**src/rtl/seg_display_pkg.sv**
```systemverilog
// Shared peripheral definitions for the seven-segment display device:
// register offsets, CTRL field positions and the all-segments-off pattern.
package seg_display_pkg;

  typedef enum logic {
    SEG_DATA = 1'b0,
    SEG_CTRL = 1'b1
  } seg_reg_e;

  localparam int CTRL_EN        = 0;
  localparam int CTRL_DP_LSB    = 8;
  localparam int CTRL_BLANK_LSB = 16;

  localparam logic [7:0] SEG_ALL_OFF = 8'hFF;

  // Rebuild the 32-bit CTRL word from its stored fields; unstored bits read 0.
  function automatic logic [31:0] ctrl_pack(input logic       en,
                                            input logic [7:0] dp,
                                            input logic [7:0] blank);
    logic [31:0] w;
    w = '0;
    w[CTRL_EN]                 = en;
    w[CTRL_DP_LSB +: 8]        = dp;
    w[CTRL_BLANK_LSB +: 8]     = blank;
    return w;
  endfunction

endpackage

```
**src/rtl/seg_display_if.sv**
```systemverilog
// Peripheral bus port of the display device: register select, write strobe,
// byte enables, write data and registered read data.
interface seg_display_if;
  logic        addr;
  logic        we;
  logic [3:0]  be;
  logic [31:0] Din;
  logic [31:0] Dout;

  modport master (output addr, output we, output be, output Din, input Dout);
  modport slave  (input addr, input we, input be, input Din, output Dout);
endinterface

```
**src/rtl/seg_display_hex7seg.sv**
```systemverilog
// Combinational hex nibble to active-low {g..a} segment decoder.
module hex7seg_decoder (
  input  logic [3:0] nibble_i,
  output logic [6:0] seg_n_o
);

  // Active-low pattern for each hex digit, bit 0 = segment a.
  always_comb begin
    seg_n_o = 7'h7F;
    case (nibble_i)
      4'h0: seg_n_o = 7'h40;
      4'h1: seg_n_o = 7'h79;
      4'h2: seg_n_o = 7'h24;
      4'h3: seg_n_o = 7'h30;
      4'h4: seg_n_o = 7'h19;
      4'h5: seg_n_o = 7'h12;
      4'h6: seg_n_o = 7'h02;
      4'h7: seg_n_o = 7'h78;
      4'h8: seg_n_o = 7'h00;
      4'h9: seg_n_o = 7'h10;
      4'hA: seg_n_o = 7'h08;
      4'hB: seg_n_o = 7'h03;
      4'hC: seg_n_o = 7'h46;
      4'hD: seg_n_o = 7'h21;
      4'hE: seg_n_o = 7'h06;
      4'hF: seg_n_o = 7'h0E;
      default: seg_n_o = 7'h7F;
    endcase
  end

endmodule

```
**src/rtl/seg_display.sv**
```systemverilog
// Memory-mapped 8-digit multiplexed seven-segment display driver.
// Holds a 32-bit DATA word and a CTRL word (EN, DP mask, BLANK mask),
// scans one digit per SCAN_DIV cycles and drives registered active-low
// segment and anode outputs.
module seg_display
  import seg_display_pkg::*;
#(
  parameter int SCAN_DIV = 50000
) (
  input  logic         clk,
  input  logic         reset,
  seg_display_if.slave bus,
  output logic [7:0]   seg_n,
  output logic [7:0]   an_n
);

  localparam int DIV_W = (SCAN_DIV > 2) ? $clog2(SCAN_DIV) : 1;
  localparam logic [DIV_W-1:0] DIV_LAST = DIV_W'(SCAN_DIV - 1);

  logic [31:0]      data_q, data_d;
  logic             en_q, en_d;
  logic [7:0]       dp_q, dp_d;
  logic [7:0]       blank_q, blank_d;
  logic [DIV_W-1:0] div_q, div_d;
  logic [2:0]       idx_q, idx_d;
  logic [31:0]      dout_q, dout_d;
  logic [7:0]       seg_q, seg_d;
  logic [7:0]       an_q, an_d;

  logic [3:0]       nibble;
  logic [6:0]       hex_seg_n;

  // Byte-enabled register writes into DATA or the stored CTRL fields.
  always_comb begin
    data_d  = data_q;
    en_d    = en_q;
    dp_d    = dp_q;
    blank_d = blank_q;
    if (bus.we) begin
      if (bus.addr == SEG_DATA) begin
        for (int i = 0; i < 4; i++) begin
          if (bus.be[i]) data_d[8*i +: 8] = bus.Din[8*i +: 8];
        end
      end else begin
        if (bus.be[0]) en_d    = bus.Din[CTRL_EN];
        if (bus.be[1]) dp_d    = bus.Din[CTRL_DP_LSB +: 8];
        if (bus.be[2]) blank_d = bus.Din[CTRL_BLANK_LSB +: 8];
      end
    end
  end

  // Free-running scan divider; the digit index advances on divider wrap.
  always_comb begin
    div_d = div_q + DIV_W'(1);
    idx_d = idx_q;
    if (div_q == DIV_LAST) begin
      div_d = '0;
      idx_d = idx_q + 3'd1;
    end
  end

  // The digit about to be selected uses the pre-write register contents,
  // so a write coinciding with a scan step shows up one cycle later.
  assign nibble = data_q[{idx_d, 2'b00} +: 4];

  hex7seg_decoder u_dec (
    .nibble_i (nibble),
    .seg_n_o  (hex_seg_n)
  );

  // Next output word and read data, all from current state.
  always_comb begin
    seg_d  = SEG_ALL_OFF;
    an_d   = SEG_ALL_OFF;
    dout_d = (bus.addr == SEG_CTRL) ? ctrl_pack(en_q, dp_q, blank_q) : data_q;
    if (en_q) begin
      an_d = ~(8'h01 << idx_d);
      if (!blank_q[idx_d]) seg_d = {~dp_q[idx_d], hex_seg_n};
    end
  end

  // All state registers; reset blanks the display at once.
  always_ff @(posedge clk or posedge reset) begin
    if (reset) begin
      data_q  <= '0;
      en_q    <= 1'b0;
      dp_q    <= '0;
      blank_q <= '0;
      div_q   <= '0;
      idx_q   <= '0;
      dout_q  <= '0;
      seg_q   <= SEG_ALL_OFF;
      an_q    <= SEG_ALL_OFF;
    end else begin
      data_q  <= data_d;
      en_q    <= en_d;
      dp_q    <= dp_d;
      blank_q <= blank_d;
      div_q   <= div_d;
      idx_q   <= idx_d;
      dout_q  <= dout_d;
      seg_q   <= seg_d;
      an_q    <= an_d;
    end
  end

  assign bus.Dout = dout_q;
  assign seg_n    = seg_q;
  assign an_n     = an_q;

endmodule

```
**src/flat_wrapper.sv**
```systemverilog
// flat-port wrapper written by rule: the top's interface ports become plain ports
module seg_display_flat import seg_display_pkg::*;
#(
  parameter int SCAN_DIV = 50000
)
  (clk, reset, seg_n, an_n, bus_addr, bus_we, bus_be, bus_Din, bus_Dout);
  seg_display_if bus_i ();
  input  logic clk;
  input  logic reset;
  output logic [7:0] seg_n;
  output logic [7:0] an_n;
  input wire logic [$bits(bus_i.addr)-1:0] bus_addr;
  input wire logic [$bits(bus_i.we)-1:0] bus_we;
  input wire logic [$bits(bus_i.be)-1:0] bus_be;
  input wire logic [$bits(bus_i.Din)-1:0] bus_Din;
  output wire logic [$bits(bus_i.Dout)-1:0] bus_Dout;
  assign bus_i.addr = bus_addr;
  assign bus_i.we = bus_we;
  assign bus_i.be = bus_be;
  assign bus_i.Din = bus_Din;
  assign bus_Dout = bus_i.Dout;
  seg_display #(.SCAN_DIV(SCAN_DIV)) u_core (.clk(clk), .reset(reset), .bus(bus_i), .seg_n(seg_n), .an_n(an_n));
endmodule
```
**config.mk**
```make
export PLATFORM = sky130hd
export DESIGN_NAME = seg_display_flat
export DESIGN_NICKNAME = d
export VERILOG_FILES = /design/src/rtl/seg_display_pkg.sv /design/src/rtl/seg_display_if.sv /design/src/rtl/seg_display_hex7seg.sv /design/src/rtl/seg_display.sv /design/src/flat_wrapper.sv
export SDC_FILE = /design/constraint.sdc
export NUM_CORES = 1
export LEC_CHECK = 0
export ABC_AREA = 1
export CORE_MARGIN = 4
export CORE_UTILIZATION = 40
export DETAILED_ROUTE_END_ITERATION = 8
export HOLD_SLACK_MARGIN = 0.12
export PLACE_DENSITY = 0.73
export SETUP_SLACK_MARGIN = 0.2
export SYNTH_ARGS = -nofsm -noshare
export SYNTH_HDL_FRONTEND = slang
export SYNTH_SLANG_ARGS = --single-unit
export TNS_END_PERCENT = 5
```
**constraint.sdc**
```tcl
create_clock -name clk -period 10.4 [get_ports clk]
set_input_delay 1.56 -clock clk [delete_from_list [all_inputs] [get_ports clk]]
set_output_delay 1.56 -clock clk [all_outputs]
set_load 0.01 [all_outputs]
```
==> metrics.txt, run 1 <==
global placer's final weighted congestion=0.942; Leak=roughly 3.4 nW; IR drop worst, VDD=approximately 0.091 mV; IO Pins=a little under 90; CTS hold repair buffers=0; Final nets=slightly below 800; Syn Std Cell Area=~0.0053 mm^2; htree depth=4; ant diodes=0; global-route wire length before repair=between 20000 and 25000 um; most common cell in the netlist=nand2_1; Post-CTS Setup Inserts=0; clock skew=roughly 0.013 ns; final setup vio count=0; initial DRC count=between 200 and 300; post-CTS sizing=0; Worst-path clk slew=0.05 ns; Arrival @ worst endpoint=roughly 3.6 ns; Pre-antenna DRT Iters=5; register bit total from synthesis=116; Antenna Nets Post-Route=0; final instance area=around 0.007 mm^2; Vias=approximately 4400; Worst EP required=10.72 ns; latest clock arrival within the worst-skew pair=between 0.4 and 0.5 ns; TritonCTS clock tree=done; Slew headroom=49.5%; number of global-route vias before repair=~4200; Num CTS Buffers=17; status=finished, final reports clean; Synth area leader=dfrtp_1; root buffer cell=clkbuf_16; maximum buffer depth of the clock tree=2; Routed WL=12600 um; core area=~0.013 mm^2; Port Buffers=87; wire per inst=13.7 um; ys async rst share=100%; Total Power=about 1.3 mW; pin count of the biggest net entering global routing=61; sequential area share after synthesis=about 55%; worst-margin pin slew=roughly 0.76 ns; crit start category=input pin; Max Cap Violations=0; fin crit share=~31%; final hold vios=0; Initial Utilization=around two fifths; setup TNS=0 ns; CP Capture Type=flop; Die Y=124 um; antenna violations before repair=0; critical path type=in2reg; Sinks on Clock Net=between 100 and 150; layout cells sized above 1=between 10% and 20%; Die ar.=~0.015 mm^2; Post-synth EDFFs=0; final std cells w/o fill=918; type of the tightest min-delay check=reg2reg; Layout Utilization=53.9%; Post-Place Cell Area=roughly 0.0064 mm^2; post-DP HPWL=9250 um; syn_nets=around 690; area share of the largest cell type after synthesis=a little under half; syn avg cell area=between 8 and 9 um^2; Residual DRC=0; Final min period=approximately 3.3 ns; top cells by area, synth=dfrtp_1, nand2_1, dfstp_2; Total Routing Usage GR=between 10% and 20%; Placed Cells=around 890; synth unique cells=27; Die X=124 um; Area growth, synth to finish=29.8%; Ys Warns=0; Critical Path Fanout Max=48; RSZ-0062 raised after global routing=false; num rows=between 40 and 50; Post-Synthesis Cells=643; commonest cells in the netlist=nand2_1, dfrtp_1, inv_1, nor2_1, o21ai_0; grt ovf=0; PD cells=190 mW/mm^2; DR vias/cell=4.78; Synth Flop Type=dfrtp_1; f_max=between 300 and 400 MHz; Slew Limit Fails=0
-- state kept, by name, summed over array words and instances (netlist names), 3 cells and up --
register,cells
u_core.blank_q,8
u_core.div_q,16
u_core.data_q,32
u_core.seg_n,8
u_core.bus.Dout,32
u_core.idx_q,3
u_core.dp_q,8
u_core.an_n,8
-- stage by stage --
stage | setup slack (ns) | hold slack (ns)
after floorplan | 5.79 | 0.431
after global placement | 6.92 | 0.448
after detailed placement | 6.75 | 0.452
after CTS | 7.17 | 0.459
after global routing | 7.04 | 0.493
final | 7.14 | 0.457
-- worst paths after layout --
check	start	endpoint	slack, ns	depth (start not counted)
max	bus_addr	u_core.data_q[30]	7.14	6
min	u_core.div_q[0]	u_core.div_q[0]	0.46	1
max reg2reg	u_core.div_q[0]	u_core.seg_n[3]	7.67	17
min reg2reg	u_core.div_q[0]	u_core.div_q[0]	0.46	1
max in group asynchronous	reset	u_core.blank_q[6]	7.56	3
min in group asynchronous	reset	u_core.bus.Dout[21]	1.61	2
-- metal layers --
metal | routed length [um] | vias up | GRT usage [%] | part of all wire, %
met3 | 701 | 21 | 4.27 | 5.6
met5 | 0 | - | 0 | 0
li1 | - | 2179 | - | -
met4 | 279 | 0 | 7.40 | 2.2
met1 | 5840 | 2043 | 23.6 | 46
met2 | 5740 | 149 | 26.6 | 46
-- power breakdown --
| part | leakage (nW) | switching [mW] | internal, mW |
|---|---|---|---|
| sequential | 1.41 | 0.0260 | 0.509 |
| clock | 0.286 | 0.197 | 0.386 |
| combinational | 1.73 | 0.113 | 0.0905 |
-- cells in the final DEF (no fill, tap or decap), types with 4 or more instances in the layout --
master	netlist	layout
dfrtp_1	100	100
ha_1	9	9
nand4_1	4	4
clkdlybuf4s50_1	0	87
a21oi_1	22	22
inv_2	4	4
dfstp_2	16	16
inv_1	80	79
clkbuf_16	0	17
nand3_1	44	44
o21ai_0	53	53
nand2_1	194	194
nand2_2	12	12
nor2_1	63	63
-- layout make-up --
type                       count  area [um^2]
timing repair buffer          89          886
clock buffer                  22          464
inverter                      86          328
sequential                   116         2920
clock inverter                 9          129
multi-input combinational    424         2000
tap                          172          215
fill                        1125         5930
-- critical path, stage by stage --
cell and delay, ns:
clkdlybuf4s50_1 0.45, buf_4 0.38, clkinv_1 0.38, nand3_1 0.51
nor2_1 0.09, a21oi_1 0.17
-- kinds of logic (layout without fill, tap and decap cells) --
group	Yosys count	count (layout)	synth area share, %
fa+ha+maj	9	9	2.11
flops	116	116	54.6
compound gates	83	83	8.37
simple gates	329	329	26.4
buf+inv	103	206	7.98
xor+xnor	3	3	0.491
No activity file was read; power rests on OpenSTA's default activity.
==> inputs of run 2 (changes only) <==
PLACE_DENSITY = 0.75   (was 0.73)
clock period = 2.6 ns   (was 10.4 ns; I/O delays follow)
==> run 2 against run 1 <==
Net effect: global-route usage is 0.13 points higher; largest cell class unchanged; critical path depth is 12 higher; power grew to 3.8 times the previous value; via count is 2.5% higher; critical path type is now reg2reg; hold slack hardly changed; wire length is 2.4% higher; worst setup slack worse by 6.9 ns; largest power group is now registers; first-iteration DRC count is 36% higher; clock power grew to 3.6 times the previous value.
==> metrics.txt, run 2 (synthesized netlist as in run 1, its figures left out) <==
Hold Path Cell Cnt=1; status=finished, final reports clean; Layout Utilization=56.0%; commonest non-fill, non-tap cell in the layout=nand2_1; Final nets=around 800; post-DP HPWL=approximately 8600 um; grt ovf=0; Area growth, synth to finish=34.7%; DR top layer=met4; type of the tightest min-delay check=reg2reg; TritonCTS clock tree=done; final setup margin=around 0.27 ns; Die Y=124 um; Hold EP=u_core.div_q[15]; worst-margin pin slew=0.667 ns; Worst-path clk slew=0.05 ns; CP dominant cell by count=nand2_1; critical path type=reg2reg; IO Pins=roughly 90; Metal-1 WL=between 5000 and 6000 um; IR drop worst, VDD=roughly 0.50 mV; leading cell types in the layout, fill and taps excluded=nand2_1, dfrtp_1, clkdlybuf4s50_1; Antenna Nets Post-Route=0; Die ar.=0.0153 mm^2; Port Buffers=between 80 and 90; Setup WS pre-CTS=approximately 0.087 ns; antenna violations before repair=0; Total Routing Usage GR=17.5%; clock skew=0.00743 ns; f_max=430 MHz; fin crit share=between 80% and 90%; initial DRC count=400; final hold vios=0; Worst EP required=approximately 2.9 ns; Slew Limit Fails=0; Arrival @ worst endpoint=~2.7 ns; core area=around 0.013 mm^2; Sinks on Clock Net=116; Pre-antenna DRT Iters=5; htree depth=4; CP cell instances=nor2_1 > nand2_2 > nor2_4 > nand2_4 > nand2_4 > nand2_4 > buf_4 > nand2_1 > nand2_1 > nand2_1 > nand2_1 > nand2_1 > nand2_2 > ha_2 > inv_2 > nand3_1 > nand3_1 > nand3_1; Residual DRC=0; Critical Path Fanout Max=5; hold path startpoint=u_core.div_q[15]; root buffer cell=clkbuf_16; setup TNS=0 ns; origin of the critical flop-to-flop path=u_core.div_q[13]; latest clock arrival within the worst-skew pair=0.41 ns; number of global-route vias before repair=about 4200; flop2flop setup slack=around 0.27 ns; Max Cap Violations=0; Slew headroom=55.4%; CP Capture Type=flop; Vias=4501; met2 WL=around 6000 um; global-route wire length before repair=about 20000 um; CP max stage delay=0.42 ns; ant diodes=0; Worst R2R Path Depth=18; layout cells sized above 1=~16%; final setup vio count=0; pin count of the biggest net entering global routing=around 120; Die X=about 120 um; Worst R2R End=u_core.seg_n[3]; Leak=between 3 and 4 nW; maximum buffer depth of the clock tree=2; Num CTS Buffers=17; DR WL met3=approximately 950 um; Final min period=roughly 2.3 ns; DR vias/cell=approximately 4.8; final std cells w/o fill=~940; crit start category=flop; wire per inst=roughly 14 um; Placed Cells=893; Routed WL=12900 um; num rows=41; RSZ-0062 raised after global routing=true; worst-path cell with the longest stage delay=dfrtp_1; global placer's final weighted congestion=0.911; Initial Utilization=between 40% and 50%; PD cells=about 700 mW/mm^2
run 2: cell types whose count changed in the layout (fill, tap and decap cells not counted), moves of 4 or more:
cell	change
nor2_1	-4
buf_4	+19
nand2_1	-7
nand2_4	+4
run 2: routing by layer:
| layer | track usage [%] | up-vias |
|---|---|---|
| met5 | 0 | - |
| met4 | 7.13 | 0 |
| met3 | 4.13 | 20 |
| met2 | 27.0 | 186 |
| met1 | 23.8 | 2066 |
| li1 | - | 2229 |
run 2: critical path, delay by kind of cell, from the launching register on:
family                     cells  cell delay, ns
adders and majority gates      1            0.18
buffers and inverters          2            0.21
DFF                            1            0.42
and+or+nand+nor               15            1.43
run 2: worst max path at each step:
stage	startpoint	endpoint	slack (ns)
after floorplan	u_core.div_q[0]	u_core.seg_n[3]	0.37
after detailed placement	u_core.div_q[0]	u_core.seg_n[1]	0.09
after CTS	u_core.div_q[0]	u_core.seg_n[0]	0.19
after global placement	u_core.div_q[0]	u_core.seg_n[0]	0.12
final	u_core.div_q[13]	u_core.seg_n[3]	0.27
after global routing	u_core.div_q[13]	u_core.seg_n[0]	0.14
run 2: timing repair:
item	in CTS	in global routing
pin swaps	2	15
gates resized for setup	4	29
hold buffers	0	0
setup endpoints to repair	7	8
buffers inserted	3	13
run 2: area by class of cell:
cell class / count / area [um^2]
clock buffer: 18 / 439
clock inverter: 14 / 106
fill: 1099 / 5670
inverter: 86 / 329
multi-input combinational: 424 / 2110
sequential: 116 / 2920
tap: 172 / 215
timing repair buffer: 111 / 1080
run 2: per-stage QoR:
step                total power, mW  hold WS [ns]  area [um^2]
global placement               2.96         0.444         6410
detailed placement             2.97         0.451         6410
floorplan                      2.58         0.431         5350
finish                         5.07         0.457         7210
CTS                            5.09         0.458         7000
global route                   5.31         0.494         7210
run 2: report_power, final:
group          switching [mW]  internal, mW
clock                   0.859          1.25
sequential              0.106          2.03
combinational           0.450         0.370
total                    1.41          3.65
==> inputs of run 3 (changes only) <==
SETUP_SLACK_MARGIN = 0.4   (was 0.2)
==> run 3 against run 2 <==
Net effect: clock skew increased by 0.0040 ns; register-to-register slack got worse by 0.08 ns; die area is the same; core utilization is 4.4 points higher.
==> metrics.txt, run 3 (synthesized netlist as in run 1, its figures left out) <==
initial DRC count=about 540; CP dominant cell by count=nand2_1; critical path type=reg2reg; RSZ-0062 raised after global routing=true; Arrival @ worst endpoint=between 2 and 3 ns; final setup margin=roughly 0.19 ns; Routed WL=about 15000 um; CP delay by family, top=simple AND/OR/NAND/NOR gates; grt ovf=0; Final min period=2.41 ns; layout cells sized above 1=24.7%; Post-Place Cell Area=around 0.0064 mm^2; worst-margin pin slew=0.684 ns; Slew headroom=a little over half; Area growth, synth to finish=45.2%; setup TNS=0 ns; htree depth=4; num rows=41; Worst-path clk slew=~0.05 ns; leading cell types in the layout, fill and taps excluded=nand2_1, dfrtp_1, clkdlybuf4s50_1; maximum buffer depth of the clock tree=2; fin crit share=between 90 and 100%; Worst EP required=between 2 and 3 ns; Total Routing Usage GR=about 18%; CP max stage delay=between 0.4 and 0.5 ns; Vias=4818; Num CTS Buffers=17; Sequential Area=around 0.0029 mm^2; final instance area=a little under 0.008 mm^2; crit start category=flop; Leak=about 3.7 nW; Die ar.=around 0.015 mm^2; final std cells w/o fill=962; IO Pins=88; commonest non-fill, non-tap cell in the layout=nand2_1; final-layout fill cell count=981; flop2flop setup slack=about 0.19 ns; Die Y=about 120 um; CTS hold repair buffers=0; Slew Limit Fails=0; wire per inst=roughly 16 um; Setup WS pre-CTS=0.0874 ns; Port Buffers=between 80 and 90; final hold vios=0; latest clock arrival within the worst-skew pair=between 0.4 and 0.5 ns; core area=roughly 0.013 mm^2; CP Capture Type=flop; Critical Path Fanout Max=4; DR vias/cell=approximately 5.0; root buffer cell=clkbuf_16; pin count of the biggest net entering global routing=117; antenna violations before repair=0; number of global-route vias before repair=roughly 4400; Initial Utilization=just over 40%; multi-input combinational cell area=between 0.002 and 0.0025 mm^2; IR drop worst, VDD=approximately 0.36 mV; status=finished, final reports clean; Final nets=about 830; PD cells=between 600 and 700 mW/mm^2; type of the tightest min-delay check=reg2reg; Crit path buffers/inverters=3; global placer's final weighted congestion=around 0.91; TritonCTS clock tree=done; Die X=~120 um; post-DP HPWL=~8600 um; worst-path cell with the longest stage delay=dfrtp_1; Placed Cells=approximately 890; final setup vio count=0; Sinks on Clock Net=116; ant diodes=0; CP cell instances=ha_4 > nand3_4 > nor2_4 > nand2_4 > o21ai_4 > buf_6 > buf_6 > buf_4 > nand2_2 > nand2_1 > nand2_1 > nand2_1 > nand2_1 > nand2_1 > nand2_1 > nand2_1; Antenna Nets Post-Route=0; global-route wire length before repair=21500 um; clock skew=about 0.011 ns; Max Cap Violations=0; Pre-antenna DRT Iters=5; f_max=about 420 MHz; Residual DRC=0
-- run 3: changes by cell type in the layout (fill, tap and decap cells not counted), sizes merged --
cell / before / now
buf: 24 / 43
nand2: 209 / 211
-- run 3: worst reg2reg max path, delay by kind of cell (launching register included) --
kind                       cells  cell delay [ns]
and+or+nand+nor               11             1.14
DFF                            1             0.41
buffers and inverters          3             0.37
AOI/OAI and AO/OA              1             0.23
adders and majority gates      1             0.18
-- run 3: through the flow --
| stage | utilization (%) | power, mW | hold slack (ns) |
|---|---|---|---|
| 6_report | 60.3 | 5.24 | 0.455 |
| 5_1_grt | 60.3 | 5.47 | 0.494 |
| 4_1_cts | 56.1 | 5.10 | 0.458 |
| 3_5_place_dp | 49.8 | 2.97 | 0.451 |
| 3_3_place_gp | 49.8 | 2.96 | 0.444 |
| 2_1_floorplan | - | 2.58 | 0.431 |
-- run 3: routing by layer --
metal	vias up	GRT usage [%]	part of all wire (%)
met5	-	0	0
met4	0	7.40	4.3
met1	2228	24.7	40
li1	2277	-	-
met2	257	28.6	48
met3	56	4.22	7.5
-- run 3: what timing repair did --
action / 4_1_cts / 5_1_grt
endpoints found under the setup margin: 7 / 10
resized for setup: 28 / 95
buffers inserted: 19 / 16
gates cloned: 2 / 0
pin swaps: 15 / 34
-- run 3: power breakdown --
part | switching [mW] | internal [mW]
registers | 0.107 | 2.03
logic | 0.548 | 0.435
clock network | 0.868 | 1.25
-- run 3: path summary, 6_finish.rpt --
| check | from | to | cells past startpoint |
|---|---|---|---|
| hold reg to reg | u_core.div_q[15] | u_core.div_q[15] | 1 |
| setup reg to reg | u_core.div_q[0] | u_core.seg_n[6] | 16 |
| min in group asynchronous | reset | u_core.data_q[22] | 3 |
| hold / removal | u_core.div_q[15] | u_core.div_q[15] | 1 |
| max in group asynchronous | reset | u_core.div_q[5] | 3 |
| setup / recovery | u_core.div_q[0] | u_core.seg_n[6] | 16 |
-- run 3: area by class of cell --
cell class | instances | share of cell area (%)
Clock inverter | 14 | 1.37
Multi-Input combinational cell | 426 | 32.1
Tap cell | 172 | 2.77
Sequential cell | 116 | 37.7
Inverter | 86 | 4.43
Timing Repair Buffer | 130 | 16.0
Clock buffer | 18 | 5.65
